--- config.mk ---
export PLATFORM = sky130hd
export DESIGN_NAME = mult_div_unit
export DESIGN_NICKNAME = d
export VERILOG_FILES = /design/src/rtl/mult_div_unit.sv
export SDC_FILE = /design/constraint.sdc
export NUM_CORES = 1
export LEC_CHECK = 0
export BUFFER_PORTS_ARGS = -buffer_cell sky130_fd_sc_hd__buf_2
export CAP_MARGIN = 30
export CORE_MARGIN = 4
export CORE_UTILIZATION = 50
export CTS_BUF_LIST = sky130_fd_sc_hd__clkbuf_8
export CTS_CLUSTER_DIAMETER = 30
export DETAILED_ROUTE_END_ITERATION = 10
export PLACE_DENSITY = 0.69
export SETUP_SLACK_MARGIN = 0.02
export SLEW_MARGIN = 20
export SYNTH_ARGS = -nofsm -noshare
export SYNTH_HDL_FRONTEND = slang
export SYNTH_SLANG_ARGS = --single-unit
export TNS_END_PERCENT = 10
--- constraint.sdc ---
create_clock -name clk -period 4.2 [get_ports clk]
set_clock_uncertainty 0.05 [all_clocks]
set_input_delay 0.21 -clock clk [delete_from_list [all_inputs] [get_ports clk]]
set_output_delay 0.21 -clock clk [all_outputs]
set_load 0.02 [all_outputs]
--- src/rtl/mult_div_unit.sv ---
// -----------------------------------------------------------------------------
// mult_div_unit
//
// Iterative multiply/divide unit that owns the MIPS HI/LO registers.
// MULT/MULTU run a shift-add multiplier. DIV/DIVU run a restoring
// shift-subtract divider. Each operation takes DATA_W iteration steps plus
// one sign-fix step. MTHI/MTLO write HI/LO directly while the unit is idle.
//
// Ports
//   clk      : system clock, all state changes on the rising edge
//   rst_n    : synchronous active-low reset; aborts any operation in flight
//   start    : launch the operation selected by op (accepted only when idle)
//   op       : 00=MULT, 01=MULTU, 10=DIV, 11=DIVU
//   rs_data  : operand A / dividend / MTHI-MTLO source
//   rt_data  : operand B / divisor
//   mthi     : write rs_data into HI (idle, no start)
//   mtlo     : write rs_data into LO (idle, no start)
//   busy     : operation in progress
//   done     : one-cycle pulse, HI/LO hold the result of the finished operation
//   hi       : HI register (product high half / remainder)
//   lo       : LO register (product low half / quotient)
// -----------------------------------------------------------------------------
module mult_div_unit #(
    parameter int DATA_W = 32
) (
    input  logic              clk,
    input  logic              rst_n,
    input  logic              start,
    input  logic [1:0]        op,
    input  logic [DATA_W-1:0] rs_data,
    input  logic [DATA_W-1:0] rt_data,
    input  logic              mthi,
    input  logic              mtlo,
    output logic              busy,
    output logic              done,
    output logic [DATA_W-1:0] hi,
    output logic [DATA_W-1:0] lo
);

    typedef enum logic [1:0] {
        S_IDLE = 2'd0,
        S_MUL  = 2'd1,
        S_DIV  = 2'd2,
        S_FIX  = 2'd3
    } state_e;

    // ---------------------------------------------------------------- state
    state_e              state_q,   state_d;
    logic                busy_q,    busy_d;
    logic                done_q,    done_d;
    logic [DATA_W-1:0]   hi_q,      hi_d;
    logic [DATA_W-1:0]   lo_q,      lo_d;
    logic                div_op_q,  div_op_d;   // latched op[1]
    logic                neg_res_q, neg_res_d;  // negate product / quotient
    logic                neg_rem_q, neg_rem_d;  // negate remainder
    logic [DATA_W-1:0]   opb_q,     opb_d;      // multiplicand or divisor magnitude
    logic [2*DATA_W-1:0] acc_q,     acc_d;      // {upper, lower} working register
    logic [DATA_W-1:0]   cnt_q,     cnt_d;      // remaining iteration steps

    // ------------------------------------------------------- operand prep
    logic              op_signed;
    logic              div_zero;
    logic              rs_neg;
    logic              rt_neg;
    logic [DATA_W-1:0] rs_mag;
    logic [DATA_W-1:0] rt_mag;

    assign op_signed = ~op[0];
    assign div_zero  = op[1] && (rt_data == '0);
    assign rs_neg    = op_signed && rs_data[DATA_W-1];
    assign rt_neg    = op_signed && rt_data[DATA_W-1];

    // A divide by zero runs the divider on the raw dividend with a zero
    // divisor: every trial subtraction succeeds, so the quotient comes out
    // all ones and the remainder is the dividend itself, with no sign fix.
    // The magnitude of the most negative value wraps to itself, which is
    // exactly its unsigned magnitude, so no special case is needed there.
    assign rs_mag = (rs_neg && !div_zero) ? -rs_data : rs_data;
    assign rt_mag = rt_neg ? -rt_data : rt_data;

    // ------------------------------------------------------ iteration step
    logic [DATA_W:0]       mul_sum;   // one extra bit keeps the add carry
    logic [DATA_W:0]       div_cand;  // partial remainder shifted left plus next bit
    logic [DATA_W:0]       div_diff;
    logic [2*DATA_W-1:0]   mul_next;
    logic [2*DATA_W-1:0]   div_next;
    logic                  last_step;

    assign mul_sum  = {1'b0, acc_q[2*DATA_W-1:DATA_W]} + {1'b0, opb_q};
    assign mul_next = acc_q[0] ? {mul_sum, acc_q[DATA_W-1:1]}
                               : {1'b0, acc_q[2*DATA_W-1:1]};

    assign div_cand = {acc_q[2*DATA_W-1:DATA_W], acc_q[DATA_W-1]};
    assign div_diff = div_cand - {1'b0, opb_q};
    // A clear borrow bit means the divisor fit: keep the difference, quotient bit 1.
    assign div_next = div_diff[DATA_W]
                    ? {div_cand[DATA_W-1:0], acc_q[DATA_W-2:0], 1'b0}
                    : {div_diff[DATA_W-1:0], acc_q[DATA_W-2:0], 1'b1};

    assign last_step = (cnt_q == DATA_W'(1));

    // ------------------------------------------------------- sign fix-up
    logic [2*DATA_W-1:0] prod_fixed;
    logic [DATA_W-1:0]   quo_fixed;
    logic [DATA_W-1:0]   rem_fixed;

    assign prod_fixed = neg_res_q ? -acc_q : acc_q;
    assign quo_fixed  = neg_res_q ? -acc_q[DATA_W-1:0] : acc_q[DATA_W-1:0];
    assign rem_fixed  = neg_rem_q ? -acc_q[2*DATA_W-1:DATA_W]
                                  : acc_q[2*DATA_W-1:DATA_W];

    // ------------------------------------------------------ next state
    always_comb begin
        // NOTE: every *_d gets a hold value first so no path through the case
        // leaves a variable unassigned, which would infer a latch.
        state_d   = state_q;
        busy_d    = busy_q;
        done_d    = 1'b0;
        hi_d      = hi_q;
        lo_d      = lo_q;
        div_op_d  = div_op_q;
        neg_res_d = neg_res_q;
        neg_rem_d = neg_rem_q;
        opb_d     = opb_q;
        acc_d     = acc_q;
        cnt_d     = cnt_q;

        unique case (state_q)
            S_IDLE: begin
                if (start) begin
                    busy_d    = 1'b1;
                    div_op_d  = op[1];
                    opb_d     = rt_mag;
                    acc_d     = {{DATA_W{1'b0}}, rs_mag};
                    cnt_d     = DATA_W'(DATA_W);
                    neg_res_d = !div_zero && (rs_neg ^ rt_neg);
                    neg_rem_d = op[1] && !div_zero && rs_neg;
                    state_d   = op[1] ? S_DIV : S_MUL;
                end else begin
                    // Register moves are honoured only when no operation launches.
                    if (mthi) hi_d = rs_data;
                    if (mtlo) lo_d = rs_data;
                end
            end

            S_MUL: begin
                acc_d = mul_next;
                cnt_d = cnt_q - DATA_W'(1);
                if (last_step) state_d = S_FIX;
            end

            S_DIV: begin
                acc_d = div_next;
                cnt_d = cnt_q - DATA_W'(1);
                if (last_step) state_d = S_FIX;
            end

            S_FIX: begin
                if (div_op_q) begin
                    hi_d = rem_fixed;
                    lo_d = quo_fixed;
                end else begin
                    hi_d = prod_fixed[2*DATA_W-1:DATA_W];
                    lo_d = prod_fixed[DATA_W-1:0];
                end
                busy_d  = 1'b0;
                done_d  = 1'b1;
                state_d = S_IDLE;
            end

            default: state_d = S_IDLE;
        endcase
    end

    // ------------------------------------------------------------ registers
    always_ff @(posedge clk) begin
        // NOTE: non-blocking assignments so every flop samples the values
        // computed before this edge, independent of statement order.
        if (!rst_n) begin
            state_q   <= S_IDLE;
            busy_q    <= 1'b0;
            done_q    <= 1'b0;
            hi_q      <= '0;
            lo_q      <= '0;
            div_op_q  <= 1'b0;
            neg_res_q <= 1'b0;
            neg_rem_q <= 1'b0;
            opb_q     <= '0;
            acc_q     <= '0;
            cnt_q     <= '0;
        end else begin
            state_q   <= state_d;
            busy_q    <= busy_d;
            done_q    <= done_d;
            hi_q      <= hi_d;
            lo_q      <= lo_d;
            div_op_q  <= div_op_d;
            neg_res_q <= neg_res_d;
            neg_rem_q <= neg_rem_d;
            opb_q     <= opb_d;
            acc_q     <= acc_d;
            cnt_q     <= cnt_d;
        end
    end

    assign busy = busy_q;
    assign done = done_q;
    assign hi   = hi_q;
    assign lo   = lo_q;

endmodule

# --- Word-level counts from Yosys, hierarchy flattened ---
# Cells that the tools add are included.
totals:
  inputBits: 71
  output_inout_bits: 66
  elab_cells: 77
  regBits: 199
classes:
  mux: 26
  bitwise: 2
  n_reduce_logical: 21
  n_addsub: 8
  eq_ne: 9
op_table:
  columns: ["op", "n"]
  rows:
  - ["$mux 32", 11]
  - ["$mux 64", 4]
  - ["$pmux 32 s2", 3]
  - ["$pmux 64 s3", 1]
  - ["$neg 32->32", 4]
  - ["$neg 64->64", 1]
  - ["$add 32x32->33", 1]
  - ["$sub 33x32->33", 1]
  - ["$eq 32x1->1 const B", 1]
  - ["$logic_not 32->1", 1]
  - ["$sub 32x1->32 const B", 1]
  - ["$reduce_and 2->1", 5]
  - ["$ne 2x2->1 const B", 4]
  - ["$logic_and 1x1->1", 7]
  - ["$mux 2", 3]
  - ["$pmux 2 s3", 1]
  - ["$reduce_and 3->1", 2]
  - ["$eq 2x2->1 const B", 2]
  - ["$reduce_bool 2->1", 2]
  - ["$reduce_bool 3->1", 1]
  - ["$eq 2x1->1 const B", 1]
  - ["$logic_not 2->1", 1]
  - ["$mux 1", 2]
  - ["$ne 2x1->1 const B", 1]
  - ["other kinds (5)", 5]

# --- Logic depth before layout (Yosys ltp) ---
logic_depth:
  word_depth: 7
  mapped_depth: 13
  depth_no_buf: 12

# --- Least setup slack after synthesis ---
# OpenSTA, ideal clock, no wires.
synth_timing:
  path_type: "register to register"
  startpoint: "register acc_q[31]"
  endpoint: "register acc_q[52]"
  path_slack_ns: 0.946
  required_ns: 4.033
  t_arrival_ns: 3.086
  path_buffers: 0
  period_less_slack_ns: 3.254
  path_stages_with_launch: 13
  setup_time_ns: 0.117
  cell_sequence: "dfxtp_1 > inv_1 > ha_1 > fa_1 > nand2b_1 > a21o_1 > a31oi_1 > a311oi_1 > o21ai_0 > a21oi_1 > nor2_1 > o221ai_1 > a32o_1"
synth_between:
  elab_chain_len: 3
synth_lines:
  columns: ["item", "line_no", "rtl"]
  rows:
  - ["from (decl)", "57", "logic [2*DATA_W-1:0] acc_q, acc_d;"]
  - ["from (signal assigned)", "189", "acc_q <= '0;"]
  - ["from (signal assigned)", "201", "acc_q <= acc_d;"]
  - ["$sub 33x32->33", "94", "assign div_diff = div_cand - {1'b0, opb_q};"]
  - ["$mux 64", "97", "? {div_cand[DATA_W-1:0], acc_q[DATA_W-2:0], 1'b0}"]
  - ["$pmux 64 s3", "128", "unique case (state_q)"]
# No other way between the ends.
# A chain may end at the register's enable or synchronous reset.

# --- Worst setup path in the final report ---
layout_timing:
  startpoint: "register acc_q[31]"
  endpoint: "register acc_q[57]"
# The elaborated chain is that of the path after synthesis.

==> flow_summary.json <==
{
  "slowest_delay_ns": 0.50,
  "finalHoldViolations": 0,
  "vias": 16497,
  "grt_pass1_vias": 15454,
  "die_h_um": 184.4,
  "grt_pass1_wl_mm": 86.43,
  "powerDensity_nw_per_um2": 542.5,
  "antenna_left": 0,
  "synth_fa_ha_area_share_pct": 6.205,
  "ir_drop_mv": 0.4148,
  "cp-startpoint": "acc_q[31]$_SDFFE_PN0P_",
  "area.growth.synth_to_final_pct": 11.39,
  "crit_chain": "inv_1 -> ha_1 -> fa_1 -> nand2b_1 -> a21o_1 -> a31oi_1 -> buf_4 -> a311oi_1 -> o21ai_0 -> nand3_1 -> nand2_1 -> o21ai_0 -> a221o_1",
  "syn_avg_cell_area_um2": 7.505,
  "critPathLaunchType": "flop",
  "crit_path_frequent_cell": "o21ai_0",
  "drt-wirelength-per-cell_um": 21.72,
  "p_leak_nw": 6.878,
  "drc_errors": 0,
  "ys_seq_elements": 199,
  "chipWidth_um": 184.4,
  "synthMuxAreaShare_pct": 2.186,
  "cts_repair_resize_count": 0,
  "reg2reg_to": "acc_q[57]$_SDFFE_PN0P_",
  "n_antenna_cell": 0,
  "hpwlAfterDp_mm": 42.43,
  "min_period_ns": 3.717,
  "crit_cells": 13,
  "path_buf_inv": 2,
  "tns_ns": 0,
  "layout.cells.non_filler": 2585,
  "ios": 137,
  "synthCells": 2074,
  "first_iter_violations": 1754,
  "synth_area_leaders": "dfxtp_1 (26%), ha_1 (5.9%), a21oi_1 (5.9%)",
  "rsz0062_at_grt": "false",
  "maxCapViolCount": 0,
  "ys_types": 72,
  "cts_htree_levels": 4,
  "status": "finished, final reports clean",
  "critical_path_arrival_ns": 4.07,
  "fmax_mhz": 269.1,
  "placed_cells": 2531,
  "synth_area_um2": 15570,
  "critPathSlowestCell": "nand2_1",
  "critical_path_class": "reg2reg",
  "max_slew.worst_pin.slew_ns": 0.9346,
  "synth_top_cell_area_share_pct": 25.59,
  "yosys.area.top_type": "dfxtp_1",
  "num_rows": 64,
  "ys_seq_area_share_pct": 25.59,
  "clock_latency_ns": 0.51,
  "totalWireLength_mm": 56.15,
  "hold_ws_ns": 0.01358,
  "crit_family": "compound AO/OA/AOI/OAI gates",
  "coreArea_um2": 30670,
  "synth_compound_area_share_pct": 29.72,
  "critPathCapture": "acc_q[57]$_SDFFE_PN0P_",
  "r2r_cells": 13,
  "hold_class": "in2reg",
  "finalWeightedCongestion": 1.021,
  "grt_overflow_total": 0,
  "initial_core_util_pct": 50.75,
  "syn_nets": 2221,
  "period_share_pct": 88.49,
  "synthXorXnorAreaFrac_pct": 10.47,
  "clockBufferDepth": 2,
  "gr-usage-all-layers_pct": 31.96,
  "root_buffer": "clkbuf_8",
  "yosys_warnings": 0,
  "worst_ep_required_time_ns": 4.55,
  "r2r-start": "acc_q[31]$_SDFFE_PN0P_",
  "slew-limit-headroom_pct": 37.69,
  "numCtsBuffers": 17,
  "fp.dieArea_um2": 34020,
  "setup_viol": 0,
  "synth_top_family_by_area": "compound AO/OA/AOI/OAI gates",
  "first_pass_iters": 8,
  "port_buffers": 136,
  "routed_via_density": 6.382,
  "grt_max_degree": 64,
  "nets": 2323,
  "final_layout_size_suffix_gt1_share_pct": 12.33,
  "cts_tree": "built",
  "fill_cells": 2932,
  "async_flop_share_pct": 0,
  "finalMaxSlewViolations": 0,
  "r2r_slack_ns": 0.48,
  "critPathMaxFanout": 13,
  "end_kind": "flop",
  "antenna_found_initial": 0,
  "synthSimpleGateAreaFrac_pct": 20.48,
  "ys.flop_type": "dfxtp_1",
  "clock_sinks": 199,
  "cts.clk_slew.worst_paths_ns": 0.12,
  "synth-edff-count": 0
}
synthesized netlist by cell type, drive strengths merged (55+ instances only):
master,number
ha,74
xor2,98
o21ai,162
inv,73
nand2,176
nor3,55
nor2,189
a211oi,65
dfxtp,199
clkbuf,129
xnor2,88
a21oi,182
cell usage in the layout, fill, tap and decap left out, drive strengths merged, types with 12 or more instances in the layout:
cell type,count
a221oi,13
nand2b,21
a211oi,65
nor3,55
nand4,19
dlygate4sd3,21
clkbuf,17
and2,14
nand2,176
a21oi,182
a21boi,13
o21a,12
xor2,98
or4,24
a22oi,42
a21o,25
inv,79
ha,74
mux2i,25
nor2,189
a31oi,22
o211ai,13
buf,197
nor4,27
o22ai,13
dfxtp,199
o31ai,37
o41ai,17
nand3,48
o221ai,25
o21ai,162
and3,13
xnor2,88
or3,27
nor2b,20
power breakdown:
part	internal (mW)	leakage, nW	switching [mW]
Combinational	1.73	5.04	3.42
Clock	0.457	0.207	0.855
Sequential	2.42	1.63	0.522
Total	4.61	6.88	4.79
routing by layer:
| metal | wire (um) | global-route usage (%) |
|---|---|---|
| met1 | 23510 | 42.70 |
| met2 | 24910 | 50.57 |
| met3 | 4797 | 5.112 |
| met4 | 2926 | 15.11 |
| met5 | 0 | 0 |
per-stage QoR:
stage | setup WS (ns) | utilization [%] | total power, mW | cell area, um2
floorplan | 0.9462 | - | 6.379 | 15570
finish | 0.4835 | 56.54 | 9.406 | 17340
global route | 0.1422 | 56.54 | 10.03 | 17340
detailed placement | 0.5539 | 54.46 | 7.998 | 16700
CTS | 0.5283 | 56.49 | 9.324 | 17330
global placement | 0.6194 | 54.35 | 7.915 | 16670
worst min-delay path, delay by kind of cell:
| family | cells | cell delay [ns] |
|---|---|---|
| xor gates and xnor gates | 1 | 0.14 |
| buffers and inverters | 1 | 0.10 |
| AOI/OAI and AO/OA | 1 | 0.08 |
how the worst min path moves through the flow:
stage	from	end	slack, ns	cells after the start
after floorplan	op[1]	div_op_q$_SDFFE_PN0P_	0.29	2
after global placement	hi[4]$_SDFFE_PN0P_	hi[4]$_SDFFE_PN0P_	0.39	2
after detailed placement	hi[4]$_SDFFE_PN0P_	hi[4]$_SDFFE_PN0P_	0.40	2
after CTS	rt_data[13]	opb_q[13]$_SDFFE_PN0P_	0.001	3
after global routing	rt_data[6]	opb_q[6]$_SDFFE_PN0P_	0.02	3
final	rt_data[13]	opb_q[13]$_SDFFE_PN0P_	0.01	3
timing repair:
item	CTS	global route
endpoints found under the hold margin	21	0
hold buffers	21	0
setup buffers	0	0
sequential cells by signal, indices dropped and copies added, names as in the netlist, 2 cells and up:
signal / count
state_q: 2
opb_q: 32
hi: 32
cnt_q: 32
acc_q: 64
lo: 32
kinds of logic (layout without fill, tap and decap cells):
kind of cell             after synthesis  count (layout)
XOR/XNOR                             186             186
buffers and inverters                209             324
AND/OR/NAND/NOR                      660             660
flip-flops                           199             199
adder cells (fa/ha/maj)               76              76
multiplexers                          33              33
AO/OA/AOI/OAI                        711             711
area by class of cell:
class	count	area (um2)	share of cell area, %
Multi-Input combinational cell	1666	10790	62.21
Tap cell	396	495.5	2.858
Sequential cell	199	3984	22.98
Timing Repair Buffer	219	1385	7.988
Clock buffer	17	234.0	1.349
Inverter	73	274.0	1.580
Clock inverter	15	180.2	1.039
No activity file was read; power rests on OpenSTA's default activity.
